<file path="src/rtl/mem_pkg.sv">
// rtl/mem_pkg.sv - shared types and constants for the memory-access stage
package mem_pkg;

  localparam int DATA_W = 8;
  localparam int REG_W  = 2;

  typedef enum logic {
    IDLE   = 1'b0,
    ACCESS = 1'b1
  } memState_t;

endpackage

</file>
<file path="src/rtl/mem_watchdog.sv">
// rtl/mem_watchdog.sv - access wait counter with clear, enable and expire
module mem_watchdog #(
  parameter int LIMIT = 15
) (
  input  logic clock,
  input  logic reset_n,
  input  logic clear,
  input  logic enable,
  output logic expire
);

  localparam int CNT_W = $clog2(LIMIT + 1);

  logic [CNT_W-1:0] count;

  // Count enabled cycles; clear holds the counter at zero so each access starts fresh
  always_ff @(posedge clock or negedge reset_n) begin
    if (!reset_n) begin
      count <= '0;
    end else if (clear) begin
      count <= '0;
    end else if (enable) begin
      count <= count + 1'b1;
    end
  end

  // Expire on the enabled edge that would take the count to LIMIT
  assign expire = enable && (count == CNT_W'(LIMIT - 1));

endmodule

</file>
<file path="src/rtl/mem_stage.sv">
// rtl/mem_stage.sv - memory-access stage: data-memory port, branch resolve, writeback (MEM_TIMEOUT_EN adds access abort)
module mem_stage #(
  parameter int DATA_W         = mem_pkg::DATA_W,
  parameter int TIMEOUT_CYCLES = 15
) (
  input  logic                      clock,
  input  logic                      reset_n,
  input  logic                      zeroOut,
  input  logic [DATA_W-1:0]         acOutValue,
  input  logic [DATA_W-1:0]         ulaJumpOut,
  input  logic [DATA_W-1:0]         rs,
  input  logic [mem_pkg::REG_W-1:0] rdOut,
  input  logic                      WRMem,
  input  logic                      WMMem,
  input  logic                      RMMem,
  input  logic                      NEQMem,
  input  logic                      JMem,
  input  logic                      JCMem,
  output logic                      mem_req,
  output logic                      mem_we,
  output logic [DATA_W-1:0]         mem_addr,
  output logic [DATA_W-1:0]         mem_wdata,
  input  logic [DATA_W-1:0]         mem_rdata,
  input  logic                      mem_ack,
  output logic                      stall,
  output logic                      pc_src,
  output logic [DATA_W-1:0]         pc_target,
  output logic                      wb_we,
  output logic [mem_pkg::REG_W-1:0] wb_rd,
  output logic [DATA_W-1:0]         wb_data,
  output logic                      mem_err
);

  import mem_pkg::*;

  memState_t        state;
  memState_t        nextState;
  logic             memOp;
  logic             branchTaken;
  logic             timeoutHit;
  logic             latWr;
  logic [REG_W-1:0] latRd;

  // A store wins when both RM and WM are set, so any memory bit starts an access
  assign memOp       = RMMem | WMMem;
  assign branchTaken = JMem | (JCMem & (zeroOut ^ NEQMem));

  // State register
  always_ff @(posedge clock or negedge reset_n) begin
    if (!reset_n) begin
      state <= IDLE;
    end else begin
      state <= nextState;
    end
  end

  // Next-state decode: ack has priority over watchdog expiry
  always_comb begin
    nextState = state;
    case (state)
      IDLE:   if (memOp) nextState = ACCESS;
      ACCESS: if (mem_ack || timeoutHit) nextState = IDLE;
    endcase
  end

  // Stall comes straight from the state flop so it is glitch-free and drops with reset
  assign stall = (state == ACCESS);

  // Memory port, branch and writeback registers; pulses default low every edge
  always_ff @(posedge clock or negedge reset_n) begin
    if (!reset_n) begin
      mem_req   <= 1'b0;
      mem_we    <= 1'b0;
      mem_addr  <= '0;
      mem_wdata <= '0;
      pc_src    <= 1'b0;
      pc_target <= '0;
      wb_we     <= 1'b0;
      wb_rd     <= '0;
      wb_data   <= '0;
      latWr     <= 1'b0;
      latRd     <= '0;
    end else begin
      pc_src <= 1'b0;
      wb_we  <= 1'b0;
      case (state)
        IDLE: begin
          pc_src    <= branchTaken;
          pc_target <= ulaJumpOut;
          if (memOp) begin
            mem_req   <= 1'b1;
            mem_we    <= WMMem;
            mem_addr  <= acOutValue;
            mem_wdata <= rs;
            latWr     <= WRMem;
            latRd     <= rdOut;
          end else begin
            wb_we   <= WRMem;
            wb_rd   <= rdOut;
            wb_data <= acOutValue;
          end
        end
        ACCESS: begin
          if (mem_ack) begin
            mem_req <= 1'b0;
            wb_we   <= latWr;
            wb_rd   <= latRd;
            wb_data <= mem_we ? mem_addr : mem_rdata;
          end else if (timeoutHit) begin
            mem_req <= 1'b0;
          end
        end
      endcase
    end
  end

`ifdef MEM_TIMEOUT_EN
  logic memErrQ;

  mem_watchdog #(
    .LIMIT (TIMEOUT_CYCLES)
  ) uWatchdog (
    .clock   (clock),
    .reset_n (reset_n),
    .clear   (state == IDLE),
    .enable  (state == ACCESS),
    .expire  (timeoutHit)
  );

  // Abort pulse only when expiry is not rescued by a same-edge ack
  always_ff @(posedge clock or negedge reset_n) begin
    if (!reset_n) begin
      memErrQ <= 1'b0;
    end else begin
      memErrQ <= (state == ACCESS) && !mem_ack && timeoutHit;
    end
  end

  assign mem_err = memErrQ;
`else
  logic [31:0] unusedTimeout;

  assign unusedTimeout = TIMEOUT_CYCLES;
  assign timeoutHit    = 1'b0;
  assign mem_err       = 1'b0;
`endif

endmodule

</file>
<file path="config.mk">
export PLATFORM = sky130hd
export DESIGN_NAME = mem_stage
export DESIGN_NICKNAME = d
export VERILOG_FILES = /design/src/rtl/mem_pkg.sv /design/src/rtl/mem_watchdog.sv /design/src/rtl/mem_stage.sv
export SDC_FILE = /design/constraint.sdc
export NUM_CORES = 1
export LEC_CHECK = 0
export ABC_AREA = 1
export CAP_MARGIN = 20
export CELL_PAD_IN_SITES_DETAIL_PLACEMENT = 0
export CELL_PAD_IN_SITES_GLOBAL_PLACEMENT = 1
export CORE_MARGIN = 2
export CORE_UTILIZATION = 31
export CTS_CLUSTER_SIZE = 25
export DETAILED_ROUTE_END_ITERATION = 10
export MAX_ROUTING_LAYER = met4
export PLACE_DENSITY_LB_ADDON = 0.05
export SETUP_SLACK_MARGIN = 0.02
export SYNTH_ARGS = -nofsm -noshare
export SYNTH_HDL_FRONTEND = slang
export SYNTH_SLANG_ARGS = --single-unit
</file>
<file path="constraint.sdc">
create_clock -name clock -period 1.9 [get_ports clock]
set_input_delay 0.19 -clock clock [delete_from_list [all_inputs] [get_ports clock]]
set_output_delay 0.19 -clock clock [all_outputs]
set_load 0.02 [all_outputs]
</file>
==> run metrics, run 1 <==
routed len/inst=between 10 and 15 um; depth of the CTS H-tree=2; row count=28; total iterations of the first detailed-routing run=4; Fin Setup TNS=0 ps; Initial Utilization=0.321; worst min-delay path class=in -> async; layout cells sized above 1=0.0712; status=finished clean; fill count=639; Horiz. Die Dim=between 80 and 90 um; GRT Resource Usage Total=0.157; grt total ovfl=0; gp weighted congestion=0.741; PwrDens=982 nW/um2; via count=1709; cell count along the critical path=1; post-CTS resize count=0; Final setup viols=0; Seq/Total Area, Yosys=0.550; CP required=between 1500 and 2000 ps; crit path cell chain=clkdlybuf4s50_1; Unique masters post-synth=18; CP endpoint kind=output pin; ratio of final minimum period to clock period=0.902; chip height=82.5 um; drc violations=0; largest net degree at the start of global routing=19; core footprint=5960 um2; leakage power=roughly 0.0014 uW; Setup WS post-layout=186 ps; Post-Syn Area=1910 um2; syn_nets=282; reg2reg path depth=4; fin util=0.480; CP max-delay cell=clkdlybuf4s50_1; Slew Viols, Final=0; Critical Path Max Stage Delay=~700 ps; # hold bufs at CTS=1; initial antenna violation count=0; num ports=84; max-cap viol count=0; share of the synthesized area in the top cell type=0.550; vias per cell=4.29; worst vdd ir=0.426 mV; dpl hpwl=3.51 mm; clock-pin slew on the worst setup and hold paths=70 ps; input/output buffers=82; Max Freq=583 MHz; vias in the first global route=1655; register-to-register setup slack=430 ps; RSZ-0062 raised after global routing=false; Final min period=1710 ps; worst-skew pair later-pin latency=around 290 ps; Synth Area per Inst=8.03 um2; antenna viol nets, final=0; first-pass GRT wire length=7.81 mm; clk_skew=around 2.5 ps; most area-hungry cell type in the Yosys netlist=dfrtp_1; number of synthesized register bits=42; pre-CTS WS=363 ps; CP Class=reg -> out; Final Hold Vio Count=0; CTS root buf=clkbuf_8; clk sink count=42; CP bufs+invs=1; nets@finish=367; multi-input logic area=671 um2; n_diodes=0; Mapped Cells=about 240; critical-path maximum fanout=9; Syn. warnings=0; postcts setup bufs=0; detailed-route wire length=between 4 and 5 mm; area grow syn2layout=49.5%; Seq. cell area=1050 um2; startpoint class of the critical path=register; family with the most delay on the worst path=buffers and inverters; CTS tree=yes; CTS buffer count=5; data arrival time of the critical path=1520 ps; clock buffer depth=2; die footprint=6810 um2; DR iter-0 viols=78; Area contributors post-synth=dfrtp_1 55%, nand2_1 25%, inv_1 4.1%
## cells by family (layout without fill, tap and decap cells)
family,after synthesis,after routing,share of synthesized area
AO/OA/AOI/OAI,16,16,0.0458
buffers and inverters,36,121,0.0995
flip-flops,42,42,0.550
other,1,1,0.00196
AND/OR/NAND/NOR,143,143,0.303
## layer usage
layer  track usage  routed length [um]
met5             -                   0
met1         0.209                2300
met2         0.238                2120
met4        0.0443                  59
met3        0.0402                 345
## placed cells by master, fill, tap and decap left out, types with 2 or more instances in the layout
master           count
nand3_1              9
inv_1               21
buf_4                6
o21ai_0             13
clkbuf_8             5
nand2_2              2
clkbuf_1             2
o21ai_2              2
dfrtp_1             42
clkdlybuf4s50_1     81
nand2_1            127
nor2_1               2
inv_2                3
## report_power, final
group	switching (uW)	leakage [uW]	internal, uW
sequential	122	0.000518	1080
clock	285	0.0000383	253
combinational	563	0.000883	506
## cells in the mapped netlist
cell type  count
buf_4          3
or2_2          1
nand3_1        9
inv_2          3
o21ai_0       13
inv_1         21
nor2_8         1
conb_1         1
nor2_1         2
nand2_1      127
buf_2          3
a21oi_1        1
buf_6          5
dfrtp_1       42
o21ai_2        2
nand2_2        2
nor2_4         1
inv_4          1
## worst paths after layout
check                               from            to
max reg2reg                        stall   mem_addr[7]
min in group clock         ulaJumpOut[0]  pc_target[0]
min                              reset_n   mem_addr[5]
max in group asynchronous        reset_n  mem_wdata[2]
min reg2reg                 mem_wdata[5]  mem_wdata[5]
max                                stall         stall
## state kept, by name (all words and copies together) (netlist names)
name and cells:
mem_addr 8, mem_req 1, mem_wdata 8, latWr 1, stall 1, mem_we 1
latRd 2, pc_src 1, wb_rd 2, wb_data 8, pc_target 8, wb_we 1
## area by class of cell
type / instances / share of cell area
well taps: 75 / 0.0328
multi-input cells: 160 / 0.235
clock buffers: 7 / 0.0267
inverters: 25 / 0.0337
repair buffers: 89 / 0.305
flip-flops and latches: 42 / 0.368
## metrics by stage
stage	hold WS [ps]	power [uW]	cells	cell area, um2
4_1_cts	318	2850	398	2860
2_1_floorplan	-106	1750	238	1910
6_report	322	2810	398	2860
5_1_grt	360	3000	398	2860
3_3_place_gp	94.6	2290	390	2770
3_5_place_dp	98.3	2300	390	2770
Power figures use the tool's default switching activity.
==> run 2: changes to the inputs <==
- HOLD_SLACK_MARGIN: unset -> 0.15
==> results of run 2 <==
No change in the layout: final DEF, timing and power equal those of run 1.
